$ cat config.mk
export PLATFORM = sky130hd
export DESIGN_NAME = button_event_arbiter
export DESIGN_NICKNAME = d
export VERILOG_FILES = /design/src/rtl/input_pkg.sv /design/src/rtl/evt_fifo.sv /design/src/rtl/button_event_arbiter.sv
export SDC_FILE = /design/constraint.sdc
export NUM_CORES = 1
export LEC_CHECK = 0
export CAP_MARGIN = 40
export CORE_MARGIN = 1
export CORE_UTILIZATION = 40
export CTS_BUF_LIST = sky130_fd_sc_hd__clkbuf_8 sky130_fd_sc_hd__clkbuf_16
export DETAILED_ROUTE_END_ITERATION = 10
export PLACE_DENSITY_LB_ADDON = 0.2
export SETUP_SLACK_MARGIN = 0.5
export SYNTH_ARGS = -nofsm -noshare
export SYNTH_HDL_FRONTEND = slang
export SYNTH_HIERARCHICAL = 1
export SYNTH_SLANG_ARGS = --single-unit
$ cat constraint.sdc
create_clock -name clk -period 3 [get_ports clk]
set_input_delay 0.75 -clock clk [delete_from_list [all_inputs] [get_ports clk]]
set_output_delay 0.75 -clock clk [all_outputs]
set_load 0.005 [all_outputs]
$ cat src/rtl/input_pkg.sv
// Shared types and constants for the button event arbiter: FSM encoding,
// event polarity and a constant-friendly ceil(log2) for index widths.
package input_pkg;

   typedef enum logic [1:0] {
      IDLE   = 2'd0,
      TIMING = 2'd1,
      COMMIT = 2'd2
   } arb_state_e;

   localparam logic EVT_PRESS   = 1'b1;
   localparam logic EVT_RELEASE = 1'b0;

   // Never returns less than 1 so a two-button build still gets a real index bit.
   function automatic int clog2(input int value);
      int width;
      width = 1;
      for (int i = 1; i < 31; i++) begin
         if ((1 << i) < value) begin
            width = i + 1;
         end
      end
      return width;
   endfunction

endpackage

$ cat src/rtl/evt_fifo.sv
// Small first-word-fall-through FIFO. The head word lives in its own register
// so the consumer sees a flop output that holds steady until it is popped.
module evt_fifo #(
   parameter int WIDTH = 3,
   parameter int DEPTH = 4
) (
   input  logic             clk,
   input  logic             rst,
   input  logic             push_i,
   input  logic [WIDTH-1:0] din_i,
   output logic             full_o,
   input  logic             pop_i,
   output logic             empty_o,
   output logic [WIDTH-1:0] dout_o
);

   localparam int AW = (DEPTH > 1) ? $clog2(DEPTH) : 1;

   logic [WIDTH-1:0] mem_q [DEPTH];
   logic [AW-1:0]    wr_ptr_q;
   logic [AW-1:0]    rd_ptr_q;
   logic [AW-1:0]    rd_ptr_d;
   logic [AW:0]      count_q;
   logic [AW:0]      count_d;
   logic [WIDTH-1:0] head_q;
   logic [WIDTH-1:0] head_d;
   logic             push_ok;
   logic             pop_ok;

   assign empty_o = (count_q == '0);
   assign full_o  = (count_q == (AW+1)'(DEPTH));
   assign pop_ok  = pop_i && !empty_o;
   assign push_ok = push_i && (!full_o || pop_ok);

   // A write landing exactly where the next head will sit bypasses the array.
   always_comb begin
      rd_ptr_d = rd_ptr_q + AW'(pop_ok);
      count_d  = count_q + (AW+1)'(push_ok) - (AW+1)'(pop_ok);
      head_d   = (push_ok && (wr_ptr_q == rd_ptr_d)) ? din_i : mem_q[rd_ptr_d];
   end

   always_ff @(posedge clk) begin
      if (push_ok) begin
         mem_q[wr_ptr_q] <= din_i;
      end
   end

   always_ff @(posedge clk or posedge rst) begin
      if (rst) begin
         wr_ptr_q <= '0;
         rd_ptr_q <= '0;
         count_q  <= '0;
         head_q   <= '0;
      end else begin
         if (push_ok) begin
            wr_ptr_q <= wr_ptr_q + AW'(1);
         end
         rd_ptr_q <= rd_ptr_d;
         count_q  <= count_d;
         if (push_ok || pop_ok) begin
            head_q <= head_d;
         end
      end
   end

   assign dout_o = head_q;

endmodule

$ cat src/rtl/button_event_arbiter.sv
// Debounces NUM_BTN buttons with a single timer handed out round-robin and
// queues committed press/release edges as one-shot events.
module button_event_arbiter
   import input_pkg::*;
#(
   parameter int NUM_BTN    = 4,
   parameter int DELAY      = 300000,
   parameter int CNT_W      = 22,
   parameter int FIFO_DEPTH = 4
) (
   input  logic                      clk,
   input  logic                      rst,
   input  logic [NUM_BTN-1:0]        btn_raw,
   output logic [NUM_BTN-1:0]        btn_clean,
   output logic                      evt_valid,
   input  logic                      evt_ready,
   output logic [clog2(NUM_BTN)-1:0] evt_id,
   output logic                      evt_press,
   output logic                      evt_ovf,
   input  logic                      ovf_clr,
   output logic                      busy
);

   localparam int                ID_W      = clog2(NUM_BTN);
   localparam int                EVT_W     = ID_W + 1;
   localparam logic [CNT_W-1:0]  LAST_TICK = CNT_W'(DELAY - 1);
   localparam logic [ID_W-1:0]   LAST_IDX  = ID_W'(NUM_BTN - 1);

   logic [NUM_BTN-1:0] meta_q;
   logic [NUM_BTN-1:0] sync_q;
   logic [NUM_BTN-1:0] clean_q;
   logic [NUM_BTN-1:0] cand;
   arb_state_e         state_q;
   logic [ID_W-1:0]    idx_q;
   logic [ID_W-1:0]    idx_inc;
   logic [ID_W-1:0]    rr_ptr_q;
   logic [ID_W-1:0]    pick_idx_d;
   logic [ID_W-1:0]    scan_idx;
   logic               pick_found_d;
   logic [CNT_W-1:0]   timer_q;
   logic               busy_q;
   logic               ovf_q;
   logic               push;
   logic               drop;
   logic               evt_kind;
   logic               fifo_full;
   logic               fifo_empty;
   logic [EVT_W-1:0]   push_data;
   logic [EVT_W-1:0]   head_data;

   always_ff @(posedge clk or posedge rst) begin
      if (rst) begin
         meta_q <= '0;
         sync_q <= '0;
      end else begin
         meta_q <= btn_raw;
         sync_q <= meta_q;
      end
   end

   for (genvar gi = 0; gi < NUM_BTN; gi++) begin : g_cand
      assign cand[gi] = sync_q[gi] ^ clean_q[gi];
   end

   assign idx_inc = (idx_q == LAST_IDX) ? '0 : idx_q + ID_W'(1);

   // Walk the ring backwards so the candidate closest to rr_ptr is written last.
   always_comb begin
      pick_found_d = 1'b0;
      pick_idx_d   = '0;
      scan_idx     = '0;
      for (int k = NUM_BTN - 1; k >= 0; k--) begin
         scan_idx = ID_W'((int'(rr_ptr_q) + k) % NUM_BTN);
         if (cand[scan_idx]) begin
            pick_found_d = 1'b1;
            pick_idx_d   = scan_idx;
         end
      end
   end

   always_ff @(posedge clk or posedge rst) begin
      if (rst) begin
         state_q  <= IDLE;
         idx_q    <= '0;
         timer_q  <= '0;
         rr_ptr_q <= '0;
         busy_q   <= 1'b0;
         clean_q  <= '0;
      end else begin
         unique case (state_q)
            IDLE: begin
               if (pick_found_d) begin
                  idx_q   <= pick_idx_d;
                  timer_q <= '0;
                  busy_q  <= 1'b1;
                  state_q <= TIMING;
               end
            end
            TIMING: begin
               if (!cand[idx_q]) begin
                  rr_ptr_q <= idx_inc;
                  busy_q   <= 1'b0;
                  state_q  <= IDLE;
               end else if (timer_q == LAST_TICK) begin
                  state_q <= COMMIT;
               end else begin
                  timer_q <= timer_q + CNT_W'(1);
               end
            end
            COMMIT: begin
               clean_q[idx_q] <= sync_q[idx_q];
               rr_ptr_q       <= idx_inc;
               busy_q         <= 1'b0;
               state_q        <= IDLE;
            end
            default: begin
               busy_q  <= 1'b0;
               state_q <= IDLE;
            end
         endcase
      end
   end

   assign evt_kind  = sync_q[idx_q] ? EVT_PRESS : EVT_RELEASE;
   assign push      = (state_q == COMMIT);
   assign push_data = {idx_q, evt_kind};
   // A full queue only loses the event when the consumer is not freeing a slot.
   assign drop      = push && fifo_full && !(evt_valid && evt_ready);

   always_ff @(posedge clk or posedge rst) begin
      if (rst) begin
         ovf_q <= 1'b0;
      end else if (drop) begin
         ovf_q <= 1'b1;
      end else if (ovf_clr) begin
         ovf_q <= 1'b0;
      end
   end

   evt_fifo #(
      .WIDTH (EVT_W),
      .DEPTH (FIFO_DEPTH)
   ) u_evt_fifo (
      .clk     (clk),
      .rst     (rst),
      .push_i  (push),
      .din_i   (push_data),
      .full_o  (fifo_full),
      .pop_i   (evt_ready),
      .empty_o (fifo_empty),
      .dout_o  (head_data)
   );

   assign evt_valid = !fifo_empty;
   assign evt_id    = head_data[EVT_W-1:1];
   assign evt_press = head_data[0];
   assign btn_clean = clean_q;
   assign busy      = busy_q;
   assign evt_ovf   = ovf_q;

endmodule

* Yosys cells after proc, flatten, opt, wreduce, memory -nomap -nowiden *
Memories as Yosys holds them, arrays and structs flattened. A register that Yosys moved wholly into a read port is not among the register bits.
Index checks and enable logic that the tools add are counted.

word-level totals
  register bits after elaboration = 49
  RAM bits = 12
  input bits = 8
  memories kept = 1

cells by class
  add/subtract/negate cells = 9
  $lt $le $gt $ge = 6
  equal/unequal tests = 10
  muxes and demuxes = 42
  bitwise operators = 4
  reduce and logical (&&, ||, !) cells = 20

memories
  name              words  bits a word  rd ports  clocked after memory_dff  write ports  RTL line        text
  u_evt_fifo.mem_q  4      3            1         1                         1            evt_fifo.sv:19  logic [WIDTH-1:0] mem_q [DEPTH];

operators by type and width
  kind                                                         number
  two-way mux 22 bit                                           3
  case mux 22 bit (2 select lines)                             1
  adder 22 x 1 -> 22 bit (second input constant)               1
  == test 22 x 19 -> 1 bit (second input constant)             1
  two-way mux 1 bit                                            18
  two-way mux 2 bit                                            9
  less-than comparator 2 x 3 -> 1 bit (second input constant)  5
  binary-select mux 1 bit (select 2 bit)                       6
  != test 2 bit (second input constant)                        4
  case mux 2 bit (2 select lines)                              2
  AND reduction 2 bit                                          4
  adder 2 x 1 -> 2 bit (second input constant)                 3
  nonzero test 2 bit                                           3
  logical AND 1 bit                                            5
  adder 2 bit (second input constant)                          2
  bitwise mux 4 bit                                            1
  == test 2 bit (second input constant)                        2
  AND reduction 4 bit                                          1
  bitwise XOR 1 bit                                            4
  adder 3 x 1 -> 3 bit                                         1
  == test 3 bit (second input constant)                        1
  logical NOT 1 bit                                            3
  logical NOT 3 bit                                            1
  != test 3 bit (second input constant)                        1
  other kinds (8)                                              9

* Longest topological paths before layout *
  depth in word-level cells = 9
  gate-level depth with buffers = 10
  mapped depth without buffers = 9

* By module *
Netlist, hierarchy kept.

by module, submodules not included
  module                times used  cells an instance  area an instance (sq um)  sequential area each (sq um)
  button_event_arbiter  1           205                2122.0                    1051.0
  evt_fifo              1           65                 1046.0                    610.6

* Worst setup path after synthesis *
Ideal clock, no wire load.

  kind = input port to flip-flop
  from = input evt_ready
  to = register u_evt_fifo.count_q[2]
  library setup time = 0.126 ns
  data arrival time = 2.419 ns
  setup slack = 0.455 ns
  cell stages on the path = 9
  path buffers = 0
  cells stage by stage = or4b_4 > and2_1 > inv_1 > ha_1 > ha_1 > inv_1 > fa_1 > xnor2_1 > xnor2_1

between the ends
  longest elaborated chain between the ends = 5

ends and longest elaborated chain
  element                      RTL line                    text
  start: declaration           button_event_arbiter.sv:16  input logic evt_ready,
  logical AND 1 bit *          evt_fifo.sv:32              assign pop_ok = pop_i && !empty_o;
  logical OR 1 bit             evt_fifo.sv:33              assign push_ok = push_i && (!full_o || pop_ok);
  logical AND 1 bit            evt_fifo.sv:33
  adder 3 x 1 -> 3 bit         evt_fifo.sv:38              count_d = count_q + (AW+1)'(push_ok) - (AW+1)'(pop_ok);
  subtractor 3 x 1 -> 3 bit *  evt_fifo.sv:38
  via u_evt_fifo.count_d[2]    evt_fifo.sv:24              logic [AW:0] count_d;
  end signal: assignment       evt_fifo.sv:59              count_q <= count_d;
  end: declaration             evt_fifo.sv:23              logic [AW:0] count_q;

Mark *: on every way through the listed nets, which the timed path passes. The rest lies on a longest branch.
A chain may end at the register's enable or synchronous reset.

* Worst setup path in the final report *
Ends and elaborated chain as after synthesis.

==> results.md <==
* Status: completed
* Layout cells sized above 1 at 17.5%
* Slew headroom at 45.8%
* IO Pins at 18
* Reg-to-Reg Start: u_evt_fifo/count_q[1]
* # rows at 32
* Hold Path Origin: meta_q[3]
* Yosys cell types at 53
* Largest stage delay, worst path at 490 ps
* Final worst slack at 570 ps
* Starting Density at 41.2%
* Total wire length at 6070 microns
* Seq cells post-synth at 64
* Fin area at 0.00380 sq mm
* DRC Markers at 0
* Period utilization at 81.0%
* First-pass GRT wire length at 10500 microns
* Placed Instances at 393
* Crit path DAT at 2660 ps
* Power Density at 759 mW/mm^2
* Yosys top cell by area: dfrtp_1
* Worst Tran Pin Value at 807 ps
* Largest net degree at the start of global routing at 24
* WHS Endpoint: sync_q[3]
* Reg2Reg Setup Slack at 660 ps
* FF-to-FF path depth at 7
* Overflow after GRT at 0
* Pleak at 1.59 nW
* CTS tree: built
* Crit path launch type: input pin
* Port Buffers at 17
* Finished Layout Cells at 411
* H-tree depth at 3
* Count leader, synth: dfrtp_1
* Final Max Tran Viols at 0
* Worst hold path class: reg -> reg
* FMAX at 0.412 GHz
* Ant diodes at 0
* Clk_skew at 5.53 ps
* Routed Antenna Nets at 0
* CP Capture Type: flip-flop
* Syn avg cell area at 11.7 sq um
* Cell area after placement at 0.00353 sq mm
* Netlist Area Pre-Place at 0.00317 sq mm
* Capture point of the worst reg-to-reg path: u_evt_fifo/dout_o[1]
* WP data required at 3230 ps
* Detailed placement HPWL at 4270 microns
* Area Overhead vs Synth at 20.1%
* Total GRT Usage at 16.4%
* DRT Pass-1 Iters at 4
* Initial antenna violation count at 0
* Commonest cells post-synth: dfrtp_1 (52), nand2_1 (20), inv_1 (17)
* Die ar. at 0.00828 sq mm
* # fillers at 705
* Core ar. at 0.00769 sq mm
* DR iter-0 viols at 93
* Yosys warnings at 6
* Die Y at 91.0 microns
* Max-Cap Viols at 0
* Number of buffers created by CTS at 9
* Post-synthesis sequential area ratio at 52.4%
* Routed WL per cell at 14.8 microns
* Total number of vias at 2147
* CTS root buf: clkbuf_8
* CTS Hold Buffers Added at 0
* Critical path's slowest cell: or4b_4
* Hold depth at 0
* Vias in the first global route at 2135
* Skew-Pair Late Insertion Delay at 340 ps
* Post-synth EDFFs at 12
* Horiz. Die Dim at 91.0 microns
* Final Hold Viols at 0
* Worst-path fanout max at 3
* Nets at 325
* Pre-CTS setup slack at -7.76 ps
* Share of Yosys cell area claimed by the top area cell type at 41.1%
* Syn_nets at 291
* Routability Congestion at 0.781
* Ranking of synthesized cells by area: dfrtp_1 (41%), edfxtp_1 (11%), ha_1 (4.7%)
* CP startpoint: evt_ready
* WS Path Type: in -> reg
* Final Critical Period at 2430 ps
* Clock tree buffer depth at 2
* CP Cell Sequence: dlygate4sd2_1 > or4b_4 > and2_4 > inv_1 > ha_1 > ha_1 > inv_1 > fa_2 > xnor2_2 > xnor2_1
* Utilization after layout at 49.5%
* Clock transition at path regs at 70 ps
* RSZ-0062 raised after global routing: false
* Top_reg_cell synth: dfrtp_1
* Sequential Area at 0.00166 sq mm
* Async SR Flop Fraction at 81.3%
* Via density at 5.22
* Worst VDD drop at 0.000364 V
* Area occupied by multi-input gates at 0.00144 sq mm
* Setup TNS at 0 ps
* # setup viols final at 0
* # clock sinks at 64
* Syn Inst Count at 270
## where the power goes
| group | internal, mW | leakage [nW] | switching (mW) | total, mW |
|---|---|---|---|---|
| combinational | 0.456 | 0.712 | 0.447 | 0.903 |
| sequential | 1.03 | 0.773 | 0.141 | 1.17 |
| clock | 0.467 | 0.101 | 0.346 | 0.813 |
## layout make-up
cell class / instances / share of cell area (%)
clock inverter: 7 / 2.53
tap: 102 / 3.36
clock buffer: 9 / 3.26
sequential: 64 / 43.7
multi-input combinational: 182 / 37.9
inverter: 17 / 1.68
timing repair buffer: 30 / 7.53
## timing repair
| action | CTS | global route |
|---|---|---|
| endpoints found under the hold margin | 0 | 0 |
| endpoints found under the setup margin | 5 | 12 |
| resized for setup | 5 | 2 |
| setup buffers | 0 | 2 |
| gates cloned | 0 | 0 |
| pin swaps | 0 | 0 |
## cell usage in the layout (no fill, tap or decap), types with 4 or more instances in the layout
cell type,count
dfrtp_1,51
nand2_1,20
inv_1,16
clkdlybuf4s50_1,16
nor2_1,15
o21ai_0,13
nand3_1,12
buf_4,12
edfxtp_1,12
mux2_2,11
ha_1,11
a21oi_1,10
clkbuf_8,9
xor2_1,8
or3_1,7
and3_1,7
nand4_1,6
nor3_1,5
xnor2_1,4
## kinds of logic after synthesis
kind of cell               share of synthesized area, %
adders and majority gates                          5.37
and+or+nand+nor                                    16.1
muxes                                              8.14
xor gates and xnor gates                           5.33
buffers and inverters                              3.24
AOI/OAI and AO/OA                                  9.36
DFF                                                52.4
## critical path: cells and delay by family
kind / cells / cell delay (ps)
xor gates and xnor gates: 2 / 270
adders and majority gates: 3 / 610
buffers and inverters: 3 / 370
and+or+nand+nor: 2 / 660
## registers in the layout, summed over array words and instances (netlist names), 2 cells and up
signal / count
btn_clean: 4
idx_q: 2
meta_q: 4
rr_ptr_q: 2
state_q: 2
sync_q: 4
timer_q: 22
u_evt_fifo/count_q: 3
u_evt_fifo/dout_o: 3
u_evt_fifo/mem_q: 12
u_evt_fifo/rd_ptr_q: 2
u_evt_fifo/wr_ptr_q: 2
## per-stage QoR
step                      total power [mW]  hold WS, ps
after floorplan                       1.77          331
after global placement                2.01          332
after detailed placement              2.03          337
after CTS                             2.89          359
after global routing                  3.08          363
final                                 2.89          353
## worst max-delay path by stage
stage,to,slack [ps],cells past startpoint
finish,u_evt_fifo/count_q[2],570,10
global route,u_evt_fifo/count_q[2],500,10
CTS,timer_q[5],510,5
detailed placement,u_evt_fifo/dout_o[2],-8,7
global placement,u_evt_fifo/dout_o[0],60,7
floorplan,u_evt_fifo/count_q[2],520,9
## layer usage
metal  wire, microns  global-route usage [%]
met1            2980                    22.3
met2            2860                    24.9
met3             148                    3.85
met4              89                    7.94
met5               0                       0
Power figures use the tool's default switching activity.
